[src/rtl/alu_ctrl_decoder.sv]
// RV64I decode stage: instruction word -> ALU control, immediate and operand select,
// registered behind a valid/ready handshake with a 2-entry (main + skid) buffer.
module alu_ctrl_decoder (
    input  logic        clk_i,
    input  logic        rst_i,
    input  logic        flush_i,
    input  logic        valid_i,
    output logic        ready_o,
    input  logic [31:0] instr_i,
    output logic        valid_o,
    input  logic        ready_i,
    output logic [3:0]  ALUCtrl_o,
    output logic [63:0] imm_o,
    output logic        use_imm_o,
    output logic        illegal_o
);

    typedef enum logic [3:0] {
        ALU_XOR     = 4'b0000,
        ALU_OR      = 4'b0001,
        ALU_ADD     = 4'b0010,
        ALU_AND     = 4'b0011,
        ALU_SLL     = 4'b0100,
        ALU_SRL     = 4'b0101,
        ALU_SUB     = 4'b0110,
        ALU_SRA     = 4'b0111,
        ALU_ILLEGAL = 4'b1111
    } alu_op_e;

    typedef enum logic [6:0] {
        OPC_LOAD   = 7'b0000011,
        OPC_OP_IMM = 7'b0010011,
        OPC_STORE  = 7'b0100011,
        OPC_OP     = 7'b0110011,
        OPC_BRANCH = 7'b1100011
    } opcode_e;

    typedef struct packed {
        alu_op_e     alu;
        logic [63:0] imm;
        logic        use_imm;
        logic        illegal;
    } dec_t;

    localparam dec_t RESET_ENTRY = '{alu: ALU_ILLEGAL, imm: '0, use_imm: 1'b0, illegal: 1'b0};
    localparam dec_t ILLEGAL_ENTRY = '{alu: ALU_ILLEGAL, imm: '0, use_imm: 1'b0, illegal: 1'b1};

    logic [2:0]  funct3;
    logic [6:0]  funct7;
    logic [5:0]  shift_hi;
    logic [63:0] imm_i_type;
    logic [63:0] imm_s_type;
    logic [63:0] imm_shamt;
    logic        unused_rs1;

    assign funct3     = instr_i[14:12];
    assign funct7     = instr_i[31:25];
    assign shift_hi   = instr_i[31:26];
    assign imm_i_type = {{52{instr_i[31]}}, instr_i[31:20]};
    assign imm_s_type = {{52{instr_i[31]}}, instr_i[31:25], instr_i[11:7]};
    assign imm_shamt  = {58'd0, instr_i[25:20]};
    assign unused_rs1 = ^instr_i[19:15];

    dec_t dec;
    logic bad;

    always_comb begin
        dec = '{alu: ALU_ADD, imm: '0, use_imm: 1'b0, illegal: 1'b0};
        bad = 1'b0;
        case (instr_i[6:0])
            OPC_OP: begin
                if (funct7 == 7'b0000000) begin
                    case (funct3)
                        3'b000:  dec.alu = ALU_ADD;
                        3'b001:  dec.alu = ALU_SLL;
                        3'b100:  dec.alu = ALU_XOR;
                        3'b101:  dec.alu = ALU_SRL;
                        3'b110:  dec.alu = ALU_OR;
                        3'b111:  dec.alu = ALU_AND;
                        default: bad = 1'b1;
                    endcase
                end else if (funct7 == 7'b0100000) begin
                    case (funct3)
                        3'b000:  dec.alu = ALU_SUB;
                        3'b101:  dec.alu = ALU_SRA;
                        default: bad = 1'b1;
                    endcase
                end else begin
                    bad = 1'b1;
                end
            end
            OPC_OP_IMM: begin
                dec.use_imm = 1'b1;
                dec.imm     = imm_i_type;
                case (funct3)
                    3'b000: dec.alu = ALU_ADD;
                    3'b100: dec.alu = ALU_XOR;
                    3'b110: dec.alu = ALU_OR;
                    3'b111: dec.alu = ALU_AND;
                    3'b001: begin
                        dec.imm = imm_shamt;
                        if (shift_hi == 6'b000000) dec.alu = ALU_SLL;
                        else bad = 1'b1;
                    end
                    3'b101: begin
                        dec.imm = imm_shamt;
                        if (shift_hi == 6'b000000) dec.alu = ALU_SRL;
                        else if (shift_hi == 6'b010000) dec.alu = ALU_SRA;
                        else bad = 1'b1;
                    end
                    default: bad = 1'b1;
                endcase
            end
            OPC_LOAD: begin
                dec.use_imm = 1'b1;
                dec.imm     = imm_i_type;
            end
            OPC_STORE: begin
                dec.use_imm = 1'b1;
                dec.imm     = imm_s_type;
            end
            OPC_BRANCH: dec.alu = ALU_SUB;
            default:    bad = 1'b1;
        endcase
        if (bad) dec = ILLEGAL_ENTRY;
    end

    dec_t main_q, skid_q;
    logic main_valid_q, skid_valid_q;

    // With the skid full ready_o is low, so no accept can coincide with a skid->main move.
    always_ff @(posedge clk_i) begin
        if (rst_i) begin
            main_valid_q <= 1'b0;
            skid_valid_q <= 1'b0;
            main_q       <= RESET_ENTRY;
            skid_q       <= RESET_ENTRY;
        end else if (flush_i) begin
            main_valid_q <= 1'b0;
            skid_valid_q <= 1'b0;
        end else if (skid_valid_q) begin
            if (ready_i) begin
                main_q       <= skid_q;
                skid_valid_q <= 1'b0;
            end
        end else if (valid_i) begin
            if (!main_valid_q || ready_i) begin
                main_q       <= dec;
                main_valid_q <= 1'b1;
            end else begin
                skid_q       <= dec;
                skid_valid_q <= 1'b1;
            end
        end else if (ready_i) begin
            main_valid_q <= 1'b0;
        end
    end

    assign ready_o   = !skid_valid_q;
    assign valid_o   = main_valid_q;
    assign ALUCtrl_o = main_q.alu;
    assign imm_o     = main_q.imm;
    assign use_imm_o = main_q.use_imm;
    assign illegal_o = main_q.illegal;

endmodule

[config.mk]
export PLATFORM = sky130hd
export DESIGN_NAME = alu_ctrl_decoder
export DESIGN_NICKNAME = d
export VERILOG_FILES = /design/src/rtl/alu_ctrl_decoder.sv
export SDC_FILE = /design/constraint.sdc
export NUM_CORES = 1
export LEC_CHECK = 0
export CAP_MARGIN = 0
export CORE_AREA = 2 2 82 84
export CTS_BUF_LIST = sky130_fd_sc_hd__clkbuf_4 sky130_fd_sc_hd__clkbuf_8 sky130_fd_sc_hd__clkbuf_16
export CTS_CLUSTER_SIZE = 8
export DETAILED_ROUTE_END_ITERATION = 8
export DIE_AREA = 0 0 84 86
export GPL_TIMING_DRIVEN = 0
export HOLD_SLACK_MARGIN = 0.06
export PLACE_DENSITY = 0.78
export SYNTH_ARGS = -nofsm -noshare
export SYNTH_HDL_FRONTEND = slang
export SYNTH_SLANG_ARGS = --single-unit
[constraint.sdc]
create_clock -name clk_i -period 2.4 [get_ports clk_i]
set_input_delay 0.72 -clock clk_i [delete_from_list [all_inputs] [get_ports clk_i]]
set_output_delay 0.72 -clock clk_i [all_outputs]
set_load 0.1 [all_outputs]
==> results of run 1 <==
-- worst paths after layout --
kind                     start            to  slack (ns)  cells after the start
setup / recovery    instr_i[4]    skid_q[12]        0.03                      9
hold / removal    ALUCtrl_o[1]  ALUCtrl_o[1]        0.46                      1
setup reg to reg  skid_valid_q     use_imm_o        0.59                      5
hold reg to reg   ALUCtrl_o[1]  ALUCtrl_o[1]        0.46                      1
-- power groups by stage --
| stage | logic (mW) | registers [mW] | clock network (mW) |
|---|---|---|---|
| after global routing | 0.946 | 0.670 | 0.568 |
| after CTS | 0.898 | 0.667 | 0.541 |
| after floorplan | 0.571 | 0.818 | 0 |
| final | 0.914 | 0.666 | 0.539 |
| after global placement | 0.921 | 0.686 | 0 |
| after detailed placement | 0.929 | 0.688 | 0 |
-- worst max-delay path, delay by kind of cell --
family,cells,cell delay (ns)
compound gates,2,0.49
buf+inv,4,1.03
simple gates,3,0.29
-- synth_stat cells (3+ instances only) --
| cell type | instances |
|---|---|
| sky130_fd_sc_hd__a31oi_1 | 3 |
| sky130_fd_sc_hd__o21ai_0 | 8 |
| sky130_fd_sc_hd__a22oi_1 | 6 |
| sky130_fd_sc_hd__a221oi_1 | 7 |
| sky130_fd_sc_hd__a2bb2oi_1 | 5 |
| sky130_fd_sc_hd__mux2i_1 | 5 |
| sky130_fd_sc_hd__nand2_1 | 13 |
| sky130_fd_sc_hd__nor2b_1 | 5 |
| sky130_fd_sc_hd__o31ai_1 | 3 |
| sky130_fd_sc_hd__nor3_1 | 19 |
| sky130_fd_sc_hd__o31a_1 | 5 |
| sky130_fd_sc_hd__inv_1 | 3 |
| sky130_fd_sc_hd__dfxtp_1 | 38 |
| sky130_fd_sc_hd__buf_4 | 52 |
| sky130_fd_sc_hd__a21oi_1 | 20 |
| sky130_fd_sc_hd__clkbuf_1 | 15 |
| sky130_fd_sc_hd__nor2_1 | 42 |
| sky130_fd_sc_hd__nand2b_1 | 5 |
-- sequential cells by signal, indices dropped and copies added, names as in the netlist --
| signal | cells |
|---|---|
| illegal_o | 1 |
| valid_o | 1 |
| skid_valid_q | 1 |
| ALUCtrl_o | 4 |
| imm_o | 12 |
| skid_q | 18 |
| use_imm_o | 1 |
-- cells by family (layout without fill, tap and decap cells) --
kind of cell | after synthesis | after routing | synth area share [%]
and+or+nand+nor | 101 | 101 | 22.42
AOI/OAI and AO/OA | 74 | 74 | 22.31
buffers and inverters | 73 | 197 | 20.02
DFF | 38 | 38 | 32.37
xor gates and xnor gates | 2 | 2 | 0.7456
muxes | 5 | 5 | 2.130
-- area by class of cell --
class,instances,share of cell area [%]
multi-input cells,182,33.40
repair buffers,118,28.03
flip-flops and latches,38,20.52
plain buffers,67,12.11
well taps,77,2.582
clock buffers,5,1.844
clock inverters,3,1.073
inverters,4,0.4359
-- repair_timing --
action                                  CTS  global route
setup buffers                             8             9
resized for setup                       259            36
endpoints found under the setup margin  107            31
pin swaps                                12            12
-- cells in the final DEF, fill, tap and decap left out, types with 3 or more instances in the layout --
| cell | n |
|---|---|
| sky130_fd_sc_hd__nor3_1 | 16 |
| sky130_fd_sc_hd__clkbuf_1 | 11 |
| sky130_fd_sc_hd__buf_2 | 30 |
| sky130_fd_sc_hd__mux2i_1 | 5 |
| sky130_fd_sc_hd__a31oi_1 | 3 |
| sky130_fd_sc_hd__clkinv_2 | 3 |
| sky130_fd_sc_hd__nor2b_1 | 3 |
| sky130_fd_sc_hd__a221oi_2 | 5 |
| sky130_fd_sc_hd__a21oi_1 | 20 |
| sky130_fd_sc_hd__nand2_1 | 13 |
| sky130_fd_sc_hd__dfxtp_1 | 36 |
| sky130_fd_sc_hd__clkdlybuf4s15_2 | 28 |
| sky130_fd_sc_hd__a2bb2oi_1 | 5 |
| sky130_fd_sc_hd__clkdlybuf4s50_1 | 18 |
| sky130_fd_sc_hd__clkbuf_8 | 5 |
| sky130_fd_sc_hd__buf_4 | 65 |
| sky130_fd_sc_hd__nand2b_1 | 4 |
| sky130_fd_sc_hd__o31a_1 | 5 |
| sky130_fd_sc_hd__nor3_2 | 4 |
| sky130_fd_sc_hd__o21ai_0 | 8 |
| sky130_fd_sc_hd__dlygate4sd2_1 | 20 |
| sky130_fd_sc_hd__buf_6 | 4 |
| sky130_fd_sc_hd__dlymetal6s2s_1 | 5 |
| sky130_fd_sc_hd__a22oi_1 | 6 |
| sky130_fd_sc_hd__nor2_1 | 41 |
| sky130_fd_sc_hd__inv_1 | 3 |
-- per-stage QoR --
| step | util (%) | setup TNS, ns | setup slack (ns) | instances |
|---|---|---|---|---|
| 2_1_floorplan | - | 0 | 0.03567 | 293 |
| 3_3_place_gp | 55.11 | -44.92 | -0.6689 | 471 |
| 3_5_place_dp | 55.11 | -49.93 | -0.7365 | 471 |
| 4_1_cts | 57.03 | 0 | 0.007043 | 486 |
| 5_1_grt | 59.44 | -0.2075 | -0.05654 | 494 |
| 6_report | 59.44 | 0 | 0.03117 | 494 |
-- per-layer routing --
metal / up-vias / part of all wire, % / global-route usage [%]
met2: 135 / 47 / 32.65
met4: 0 / 1.5 / 5.572
met5: - / 0 / 0
li1: 1229 / - / -
met3: 14 / 9.1 / 4.909
met1: 1205 / 42 / 22.50
==> impl_metrics.prom, run 1 <==
# TYPE chip_impl_metric gauge
chip_impl_metric{name="gp_congestion",unit=""} 0.9162
chip_impl_metric{name="worst_clock_skew",unit="ns"} 0.004223
chip_impl_metric{name="cts.sinks",unit=""} 38
chip_impl_metric{name="grt_max_degree",unit=""} 29
chip_impl_metric{name="die-width",unit="um"} 84
chip_impl_info{name="synthFlopType",value="sky130_fd_sc_hd__dfxtp_1"} 1
chip_impl_metric{name="max_slew.worst_pin.slew",unit="ns"} 0.9753
chip_impl_metric{name="syn_avg_cell_area",unit="sq um"} 8.020
chip_impl_info{name="outcome",value="complete, no violations"} 1
chip_impl_metric{name="timing.final.crit_share",unit="%"} 98.70
chip_impl_metric{name="grt_pass1_wl",unit="um"} 11160
chip_impl_metric{name="fin_hold_ws",unit="ns"} 0.4562
chip_impl_metric{name="yosys_register_bits",unit=""} 38
chip_impl_metric{name="floorplan.rows",unit=""} 29
chip_impl_metric{name="htreeDepth",unit=""} 2
chip_impl_metric{name="timing_hold_violations_final",unit=""} 0
chip_impl_metric{name="clkLatencyLatePin",unit="ns"} 0.30
chip_impl_metric{name="finalNetCount",unit=""} 453
chip_impl_metric{name="initial_core_util",unit="%"} 37.43
chip_impl_metric{name="multiInputGateArea",unit="sq mm"} 0.001246
chip_impl_metric{name="route.vias.total",unit=""} 2583
chip_impl_metric{name="intPower",unit="mW"} 1.185
chip_impl_info{name="critical-path-top-cell-by-count",value="sky130_fd_sc_hd__buf_4"} 1
chip_impl_metric{name="layout.area.seq",unit="sq um"} 765.7
chip_impl_info{name="path_cells",value="clkdlybuf4s50_1 > buf_2 > nand2b_1 > a211oi_4 > buf_4 > nor4_4 > buf_4 > a22oi_1 > nor2_1"} 1
chip_impl_metric{name="remaining_drc_errors",unit=""} 0
chip_impl_info{name="hold_class",value="flip-flop to flip-flop"} 1
chip_impl_metric{name="synth_cell_types",unit=""} 48
chip_impl_metric{name="floorplan.die_area",unit="sq mm"} 0.007224
chip_impl_metric{name="die_span_y",unit="um"} 86
chip_impl_metric{name="grtUsageTotal",unit="%"} 18.63
chip_impl_metric{name="ys.warnings.count",unit=""} 0
chip_impl_metric{name="max_freq",unit="MHz"} 422.2
chip_impl_metric{name="finalInstanceArea",unit="sq mm"} 0.003731
chip_impl_metric{name="timing.max_cap.violations",unit=""} 0
chip_impl_metric{name="wirelength",unit="um"} 7295
chip_impl_metric{name="post_dp_cell_area",unit="sq mm"} 0.003460
chip_impl_metric{name="timing.max_slew.rel_slack",unit="%"} 35.24
chip_impl_metric{name="power_density",unit="mW/mm^2"} 567.7
chip_impl_metric{name="power.leakage",unit="nW"} 1.692
chip_impl_metric{name="swShare",unit="%"} 44.06
chip_impl_metric{name="synth_fp_nets",unit=""} 330
chip_impl_metric{name="wl_per_cell",unit="um"} 14.77
chip_impl_metric{name="top_level_ports",unit=""} 109
chip_impl_metric{name="clkPwrFrac",unit="%"} 25.4
chip_impl_metric{name="seq_power_share",unit="%"} 31.4
chip_impl_metric{name="total_power",unit="mW"} 2.118
chip_impl_metric{name="post_cts_hold_buffer_count",unit=""} 0
chip_impl_metric{name="detail-route-antenna-nets",unit=""} 0
chip_impl_metric{name="drt-vias-per-instance",unit=""} 5.229
chip_impl_metric{name="slowest_delay",unit="ns"} 0.47
chip_impl_metric{name="core_outline_area",unit="sq mm"} 0.006277
chip_impl_info{name="critPathSlowestCell",value="sky130_fd_sc_hd__clkdlybuf4s50_1"} 1
chip_impl_metric{name="port_buffers",unit=""} 101
chip_impl_info{name="cts_tree",value="yes"} 1
chip_impl_metric{name="n_diodes",unit=""} 0
chip_impl_metric{name="antenna_violations_before_repair",unit=""} 0
chip_impl_metric{name="crit_path_max_fanout",unit=""} 10
chip_impl_metric{name="worst-endpoint-required",unit="ns"} 2.56
chip_impl_metric{name="nFillCells",unit=""} 563
chip_impl_metric{name="synth.yosys.seq_area_share",unit="%"} 32.37
chip_impl_metric{name="timing.final.max_slew_violations",unit=""} 0
chip_impl_metric{name="netlist_instances",unit=""} 293
chip_impl_metric{name="post_synth_instance_area",unit="sq mm"} 0.002350
chip_impl_metric{name="cts.clk_slew.worst_paths",unit="ns"} 0.07
chip_impl_metric{name="worst_ep_arrival_time",unit="ns"} 2.53
chip_impl_info{name="synth_largest_area_cell",value="sky130_fd_sc_hd__dfxtp_1"} 1
chip_impl_metric{name="cts_buffer_depth",unit=""} 2
chip_impl_info{name="crit_end_element",value="flip-flop"} 1
chip_impl_metric{name="irDropWorstVdd",unit="mV"} 0.3788
chip_impl_metric{name="comb_power_share",unit="%"} 43.1
chip_impl_metric{name="finalWorstPathRequiredPeriod",unit="ns"} 2.369
chip_impl_metric{name="switching_power",unit="mW"} 0.9332
chip_impl_metric{name="dp_wirelength",unit="um"} 4971
chip_impl_info{name="critical_path_class",value="input pin to flip-flop"} 1
chip_impl_metric{name="synth_edf_count",unit=""} 0
chip_impl_info{name="clock-root-buffer",value="sky130_fd_sc_hd__clkbuf_8"} 1
chip_impl_metric{name="areaGrowthSynthToFinish",unit="%"} 58.79
chip_impl_info{name="synth_top_cells_by_area",value="sky130_fd_sc_hd__dfxtp_1, sky130_fd_sc_hd__buf_4, sky130_fd_sc_hd__nor2_1"} 1
chip_impl_metric{name="grt_pass1_vias",unit=""} 2369
chip_impl_metric{name="grt_remaining_overflow",unit=""} 0
chip_impl_metric{name="final_layout_size_suffix_gt1_share",unit="%"} 41.01
chip_impl_metric{name="synth-async-reset-ratio",unit="%"} 0
chip_impl_metric{name="drt_iter0_markers",unit=""} 180
chip_impl_metric{name="synth_top_cell_area_share",unit="%"} 32.37
chip_impl_metric{name="cts_made_buffers",unit=""} 5
chip_impl_info{name="kind_of_start_point_of_the_critical_path",value="input pin"} 1
chip_impl_metric{name="report.final.setup_viol",unit=""} 0
chip_impl_metric{name="firstDrtPassIters",unit=""} 4
Note: power is estimated with default switching activity, not from simulation.
==> run 2, diff against run 1 <==
--- a/config.mk
+++ b/config.mk
@@ -14,6 +14,7 @@
 export GPL_TIMING_DRIVEN = 0
 export HOLD_SLACK_MARGIN = 0.06
 export PLACE_DENSITY = 0.78
+export RECOVER_POWER = 50
 export SYNTH_ARGS = -nofsm -noshare
 export SYNTH_HDL_FRONTEND = slang
 export SYNTH_SLANG_ARGS = --single-unit
==> results of run 2 <==
The final DEF is identical to that of run 1; final timing and power are the same.
